### src/rtl/posit_result_monitor.sv
// rtl/posit_result_monitor.sv - statistics monitor comparing posit adder results against golden values
// Optional histogram outputs are enabled by defining POSIT_MON_HIST_EN.
module posit_result_monitor #(
   parameter int N       = 8,
   parameter int NUM_VEC = 65536,
   parameter int CW      = 32,
   parameter int TOL     = 0
) (
   input  logic            clk,
   input  logic            reset,
   input  logic            start,
   input  logic            in_valid,
   input  logic [N-1:0]    dut_out,
   input  logic [N-1:0]    exp_out,
   output logic            busy,
   output logic            done,
   output logic [CW-1:0]   vec_count,
   output logic [CW-1:0]   fail_count,
   output logic [N-1:0]    max_diff,
   output logic [CW+N-1:0] diff_sum,
   output logic [CW-1:0]   first_fail_idx,
`ifdef POSIT_MON_HIST_EN
   output logic [CW-1:0]   hist0,
   output logic [CW-1:0]   hist1,
   output logic [CW-1:0]   hist2,
   output logic [CW-1:0]   hist3,
`endif
   output logic            first_fail_vld
);

   typedef enum logic [1:0] {IDLE, RUN, DONE} state_t;

   // 64-bit forms keep the compares correct even when NUM_VEC/TOL exceed CW/N bits.
   localparam logic [63:0] NUM_VEC_W = 64'(NUM_VEC);
   localparam logic [63:0] TOL_W     = 64'(TOL);

   state_t            state_q;
   logic              busy_q, done_q;
   logic [CW-1:0]     vec_count_q, fail_count_q, first_fail_idx_q;
   logic [N-1:0]      max_diff_q;
   logic [CW+N-1:0]   diff_sum_q;
   logic              first_fail_vld_q;

   logic [N-1:0]      diff;
   logic              is_fail, accept, is_last;
   logic [CW-1:0]     vec_count_d, fail_count_d;
   logic [N-1:0]      max_diff_d;
   logic [CW+N:0]     sum_ext;
   logic [CW+N-1:0]   diff_sum_d;

   function automatic logic [CW-1:0] sat_inc(input logic [CW-1:0] v);
      return (&v) ? v : v + CW'(1);
   endfunction

   always_comb begin
      diff         = (exp_out > dut_out) ? exp_out - dut_out : dut_out - exp_out;
      is_fail      = 64'(diff) > TOL_W;
      accept       = (state_q == RUN) && in_valid && !start;
      is_last      = (64'(vec_count_q) + 64'd1) == NUM_VEC_W;
      vec_count_d  = sat_inc(vec_count_q);
      fail_count_d = is_fail ? sat_inc(fail_count_q) : fail_count_q;
      max_diff_d   = (diff > max_diff_q) ? diff : max_diff_q;
      sum_ext      = {1'b0, diff_sum_q} + (CW+N+1)'(diff);
      diff_sum_d   = sum_ext[CW+N] ? {(CW+N){1'b1}} : sum_ext[CW+N-1:0];
   end

   always_ff @(posedge clk or posedge reset) begin
      if (reset) begin
         state_q          <= IDLE;
         busy_q           <= 1'b0;
         done_q           <= 1'b0;
         vec_count_q      <= '0;
         fail_count_q     <= '0;
         max_diff_q       <= '0;
         diff_sum_q       <= '0;
         first_fail_idx_q <= '0;
         first_fail_vld_q <= 1'b0;
      end else if (start) begin
         state_q          <= RUN;
         busy_q           <= 1'b1;
         done_q           <= 1'b0;
         vec_count_q      <= '0;
         fail_count_q     <= '0;
         max_diff_q       <= '0;
         diff_sum_q       <= '0;
         first_fail_idx_q <= '0;
         first_fail_vld_q <= 1'b0;
      end else if (accept) begin
         vec_count_q  <= vec_count_d;
         fail_count_q <= fail_count_d;
         max_diff_q   <= max_diff_d;
         diff_sum_q   <= diff_sum_d;
         if (is_fail && !first_fail_vld_q) begin
            first_fail_idx_q <= vec_count_q;
            first_fail_vld_q <= 1'b1;
         end
         if (is_last) begin
            state_q <= DONE;
            busy_q  <= 1'b0;
            done_q  <= 1'b1;
         end
      end
   end

`ifdef POSIT_MON_HIST_EN
   logic [CW-1:0] hist_q [4];
   logic [1:0]    hist_sel;

   always_comb begin
      hist_sel = (diff >= N'(3)) ? 2'd3 : diff[1:0];
   end

   always_ff @(posedge clk or posedge reset) begin
      if (reset || start) begin
         for (int i = 0; i < 4; i++) hist_q[i] <= '0;
      end else if (accept) begin
         hist_q[hist_sel] <= sat_inc(hist_q[hist_sel]);
      end
   end

   assign hist0 = hist_q[0];
   assign hist1 = hist_q[1];
   assign hist2 = hist_q[2];
   assign hist3 = hist_q[3];
`endif

   assign busy           = busy_q;
   assign done           = done_q;
   assign vec_count      = vec_count_q;
   assign fail_count     = fail_count_q;
   assign max_diff       = max_diff_q;
   assign diff_sum       = diff_sum_q;
   assign first_fail_idx = first_fail_idx_q;
   assign first_fail_vld = first_fail_vld_q;

endmodule

### config.mk
export PLATFORM = sky130hd
export DESIGN_NAME = posit_result_monitor
export DESIGN_NICKNAME = d
export VERILOG_FILES = /design/src/rtl/posit_result_monitor.sv
export SDC_FILE = /design/constraint.sdc
export NUM_CORES = 1
export LEC_CHECK = 0
export BUFFER_PORTS_ARGS = -buffer_cell sky130_fd_sc_hd__buf_2
export CAP_MARGIN = 20
export CORE_ASPECT_RATIO = 0.7
export CORE_UTILIZATION = 60
export DETAILED_ROUTE_END_ITERATION = 16
export GPL_TIMING_DRIVEN = 0
export HOLD_SLACK_MARGIN = 0.06
export PLACE_DENSITY = 0.85
export SYNTH_ARGS = -nofsm -noshare
export SYNTH_HDL_FRONTEND = slang
export SYNTH_SLANG_ARGS = --single-unit
### constraint.sdc
create_clock -name clk -period 13.5 [get_ports clk]
set_input_delay 2.7 -clock clk [delete_from_list [all_inputs] [get_ports clk]]
set_output_delay 2.7 -clock clk [all_outputs]
set_load 0.01 [all_outputs]
* After elaboration in Yosys (flattened, before gate mapping)
Index checks and enable logic that the tools add are counted.
** Operators by class
- Add/subtract/negate cells :: 6
- Eq/ne operators :: 4
- Magnitude comparators :: 3
- Reduce and logical (&&, ||, !) cells :: 17
- Mux-type cells :: 29
** Operators by type and width (number)
- $mux 32 :: 10
- $mux 40 :: 3
- $add 32x1->32 const B :: 2
- $reduce_and 32->1 :: 2
- $add 40x8->41 :: 1
- $add 32x1->33 const B :: 1
- $eq 33x17->1 const B :: 1
- $mux 8 :: 4
- $gt 8x8->1 :: 2
- $sub 8x8->8 :: 2
- $reduce_bool 2->1 :: 5
- $mux 1 :: 9
- $gt 8x1->1 const B :: 1
- $reduce_and 2->1 :: 4
- $mux 2 :: 3
- $ne 2x2->1 const B :: 2
- $logic_and 1x1->1 :: 3
- $reduce_and 3->1 :: 1
- $eq 2x1->1 const B :: 1
- $logic_not 1->1 :: 2
** Storage, ports and cells
- Logic and storage cells :: 68
- Bits in registers :: 149
- Output and inout bits :: 147

* Logic depth before layout (Yosys ltp)
- Depth after elaboration :: 7
- Mapped depth :: 21
- Depth with buffers taken out :: 20

* Worst setup path after synthesis
OpenSTA, ideal clock, no wires.
- Kind :: input to register
- From :: in dut_out[2]
- To :: reg diff_sum_q[2] (netlist: diff_sum[2])
- Slack :: 7005 ps
- Library setup time :: 140 ps
- Buffers on the path :: 4
- Stages on the path :: 18
- Arrival :: 6355 ps
- Cells stage by stage :: inv_1 > ha_1 > buf_2 > nand3_1 > a21o_1 > a21oi_4 > mux2i_2 > xnor2_2 > ha_1 > nor2b_1 > o21ai_0 > a21boi_0 > o21ai_0 > a2111o_1 > clkbuf_1 > clkbuf_1 > clkbuf_1 > a31oi_1
** Between the ends
- Word-level cells in the longest chain between the ends :: 6
- Elaborated cells on any way between the ends :: 8
** Ends and longest elaborated chain
- start: declaration :: line 13 : input logic [N-1:0] dut_out,
- $sub 8x8->8 or $gt 8x8->1 (tied branches) :: line 56 : diff = (exp_out > dut_out) ? exp_out - dut_out : dut_out - exp_out;
- $mux 8 (*) :: line 56
- $add 40x8->41 (*) :: line 63 : sum_ext = {1'b0, diff_sum_q} + (CW+N+1)'(diff);
- $mux 40 (*) :: line 64 : diff_sum_d = sum_ext[CW+N] ? {(CW+N){1'b1}} : sum_ext[CW+N-1:0];
- $mux 40 (*) :: line 88 : end else if (accept) begin
- $mux 40 (*) :: line 78 : end else if (start) begin
- end signal: assignment :: line 92 : diff_sum_q <= diff_sum_d;
- end: declaration :: line 41 : logic [CW+N-1:0] diff_sum_q;
Mark *: on every way between the ends. The rest lies on a longest branch, timed or not. The select of a mux whose other input is x is not followed.
A chain may end at the register's enable or synchronous reset.

* Worst setup path after layout
- From :: in dut_out[6]
- To :: reg diff_sum_q[10] (netlist: diff_sum[10])
Same word-level chain as after synthesis.

==> metrics.log <==
[metrics] starting density of the core: 62.59%
[metrics] share of the yosys chip area belonging to registers: between 40 and 50%
[metrics] Hold WC Path Type: flop to flop
[metrics] number of cell rows: 36
[metrics] number of different library cells in the post-synthesis netlist: 72
[metrics] worst min-delay path startpoint: first_fail_idx[5]
[metrics] area of the die: 15300 µm²
[metrics] clock buffers created by TritonCTS: 17
[metrics] TritonCTS clock tree: yes
[metrics] most used flip-flop cell after synthesis: dfrtp_1
[metrics] gr ovfl total: 0
[metrics] horizontal die dimension: roughly 150 µm
[metrics] Clock Pin Slew Worst Setup and Hold Paths: around 0.07 ns
[metrics] Static Leak: ~5 nW
[metrics] Final Max Tran Viols: 0
[metrics] total detailed-routing wirelength: 25470 µm
[metrics] number of storage elements in the synthesis netlist: between 100 and 150
[metrics] Hold Crit Depth: 2
[metrics] MaxCap Viol Count: 0
[metrics] final antenna-violating net count: 0
[metrics] share of layout cells above drive strength 1: 19.28%
[metrics] Synth async-reset ratio: 100.0%
[metrics] layout-stage area growth over the synthesis result: 18.51%
[metrics] critical path type: input pin to flop
[metrics] number of global-route vias before repair: between 8000 and 9000
[metrics] count of routing violations after the opening detailed-route iteration: 858
[metrics] worst hold slack after final layout: 0.5179 ns
[metrics] antenna violations before repair: 0
[metrics] worst path required time: about 14 ns
[metrics] final setup margin: around 6.0 ns
[metrics] average wire length per cell after detail routing: around 18 µm
[metrics] FF-to-FF Start: diff_sum[0]
[metrics] number of buffers between clock root and the deepest sink: 2
[metrics] quantity of gates resized following cts: 0
[metrics] critical path endpoint category: flop
[metrics] Final Core Density: approximately 74%
[metrics] min Tclk post-route: 7.504 ns
[metrics] number of nets in the synthesized netlist: 1072
[metrics] TNS Setup: 0 ns
[metrics] post-DP HPWL: around 18000 µm
[metrics] cell accounting for the most synthesized area: dfrtp_1
[metrics] period utilisation layout: roughly 56%
[metrics] CP max FO: 10
[metrics] worst reg2reg path endpoint: diff_sum[10]
[metrics] maximum level of the CTS H-tree: 4
[metrics] pin count of the biggest net entering global routing: between 80 and 90
[metrics] number of detailed-route iterations in the first pass: 6
[metrics] area fraction of the dominant cell type after synthesis: between 40% and 50%
[metrics] endpoints failing hold: 0
[metrics] first-pass GRT wire length: a little over 40000 µm
[metrics] register-to-register setup slack: 9.68 ns
[metrics] power per cell area: roughly 110 nW/µm²
[metrics] IO Count: between 150 and 200
[metrics] data arrival time at the worst-slack endpoint: approximately 8 ns
[metrics] highest clock rate: approximately 130 MHz
[metrics] root cell of the clock tree: clkbuf_16
[metrics] number of buffers added for setup after CTS: 0
[metrics] routed vias: 8663
[metrics] slew at the pin closest to its max-slew limit: a little under 1 ns
[metrics] Worst IR Drop VDD: between 0.00009 and 0.0001 V
[metrics] DRC viols: 0
[metrics] standard cell core area: 14190 µm²
[metrics] power after layout: roughly 1.1 mW
[metrics] clock sink total: around 150
[metrics] number of buffer cells added on primary ports: roughly 170
[metrics] count of warnings emitted by yosys: 0
[metrics] Avg Synthesized Cell Area: around 8.7 µm²
[metrics] Setup Slack @ Placement: 5.816 ns
[metrics] number of buffers inserted for hold repair after clock tree synthesis: 0
[metrics] hold path endpoint: first_fail_idx[5]
[metrics] Antenna Cells: 0
[metrics] Clock Latency Late Sink: roughly 0.43 ns
[metrics] final setup violating endpoints: 0
[metrics] type of element launching the critical path: input pin
[metrics] run status: finished clean
[metrics] path depth of the worst reg2reg path: 12
[metrics] main area contributors after synthesis: dfrtp_1, nand2_1, a21oi_1
[metrics] number of flops mapped to enable cells by yosys: 0
[metrics] area of the mapped netlist: about 8900 µm²
[metrics] Vert. Die Dim: 103.8 µm
[metrics] final weighted congestion of routability-driven global placement: around 0.97
[metrics] Worst slew margin: 33.88%
[metrics] synthesized netlist cell count: 1016
[metrics] Total GRT Usage: 34.33%
[metrics] clock tree skew after final layout: between 0.009 and 0.01 ns
[metrics] number of nets at the end of the flow: approximately 1300
[metrics] unrepaired setup endpoints after global routing: false
[metrics] vias per std cell: 6.170
-- worst max path at each step --
stage | cells after the start | end | slack [ns] | start
after detailed placement | 18 | diff_sum[10] | 5.82 | dut_out[6]
after floorplan | 1 | diff_sum[0] | 6.85 | reset
after global routing | 18 | diff_sum[4] | 5.62 | dut_out[6]
after global placement | 2 | diff_sum[10] | 5.20 | reset
after CTS | 18 | diff_sum[10] | 6.17 | dut_out[6]
final | 18 | diff_sum[10] | 6.00 | dut_out[6]
-- metrics by stage --
| step | instance area (µm²) | std cells |
|---|---|---|
| finish | 10530 | 1404 |
| global route | 10530 | 1404 |
| CTS | 10530 | 1404 |
| detailed placement | 9977 | 1372 |
| global placement | 9945 | 1371 |
| floorplan | 8881 | 1016 |
-- logic make-up (layout without fill, tap and decap cells) --
| kind of cell | after synthesis | after routing | synth area share, % |
|---|---|---|---|
| AO/OA/AOI/OAI | 222 | 222 | 16.02 |
| AND/OR/NAND/NOR | 427 | 427 | 24.08 |
| flip-flops | 147 | 147 | 41.42 |
| multiplexers | 19 | 19 | 2.226 |
| adder cells (fa/ha/maj) | 36 | 36 | 5.326 |
| XOR/XNOR | 62 | 62 | 6.284 |
| buffers and inverters | 103 | 301 | 4.649 |
-- registers in the layout (all words and copies together), names as in the netlist --
name	flops
state_q	2
diff_sum	40
max_diff	8
first_fail_vld	1
fail_count	32
first_fail_idx	32
vec_count	32
-- routing by layer --
layer	global-route usage, %	wire [µm]
met4	8.984	342
met5	0	0
met2	48.99	10840
met1	52.43	11460
met3	7.401	2830
-- critical path: stages --
cell and delay [ns]:
buf_2 0.09, inv_1 0.04, ha_1 0.45, nand4_2 0.21, nor3_2 0.39, a21oi_4 0.12
mux2i_2 0.19, xnor2_2 0.40, ha_1 0.36, nor2b_1 0.15, o21ai_0 0.23, a21boi_0 0.12
o21ai_0 0.56, a2111o_1 0.27, clkbuf_1 0.37, clkbuf_1 0.48, clkbuf_1 0.47, a31oi_1 0.18
-- cell usage after synthesis, drive strengths merged (3+ instances only) --
master and instances:
a21o 11, a211oi 11, xor2 26, clkbuf 47, nand4 24, inv 41
a311oi 10, nor4 16, o31ai 3, ha 33, and3 34, mux2 3
xnor2 36, nand2 121, nand3b 4, o211a 6, nor2b 8, dfrtp 147
a21oi 84, and2 7, o31a 3, o21a 6, a31oi 19, and4 12
nand2b 4, nor3 24, nand3 47, mux2i 16, buf 15, fa 3
nor2 97, or3 16, or2 3, a31o 3, o21ai 45
-- power breakdown --
part	total, mW	switching (mW)	internal [mW]
registers	0.462	0.0106	0.452
clock network	0.454	0.213	0.241
logic	0.208	0.131	0.0767
-- cells in the final DEF, fill, tap and decap left out, types with 8 or more instances in the layout --
| cell | synthesis | final |
|---|---|---|
| o21ai_0 | 44 | 44 |
| clkbuf_1 | 46 | 47 |
| xor2_1 | 26 | 26 |
| mux2i_1 | 15 | 15 |
| nand4_1 | 23 | 23 |
| clkbuf_16 | 0 | 17 |
| dfrtp_1 | 147 | 147 |
| ha_1 | 33 | 33 |
| nor4_1 | 15 | 15 |
| nor3_1 | 23 | 23 |
| nor2b_1 | 8 | 8 |
| xnor2_1 | 34 | 34 |
| inv_1 | 41 | 40 |
| nand3_1 | 46 | 46 |
| a31oi_1 | 19 | 19 |
| nor2_1 | 97 | 97 |
| a21o_1 | 11 | 11 |
| a21oi_1 | 83 | 83 |
| a211oi_1 | 10 | 10 |
| buf_2 | 11 | 176 |
| inv_6 | 0 | 8 |
| and3_1 | 34 | 34 |
| and4_1 | 12 | 12 |
| nand2_1 | 121 | 121 |
| or3_1 | 16 | 16 |
| a311oi_1 | 10 | 10 |
-- area by class of cell --
type,instances,area (µm²)
Tap cell,190,237.7
Fill cell,1079,3664
Sequential cell,147,3679
Clock inverter,14,118.9
Timing Repair Buffer,166,853.3
Clock buffer,18,429.2
Multi-Input combinational cell,766,4790
Inverter,41,158.9
Buffer,62,259.0
Power figures use the tool's default switching activity.
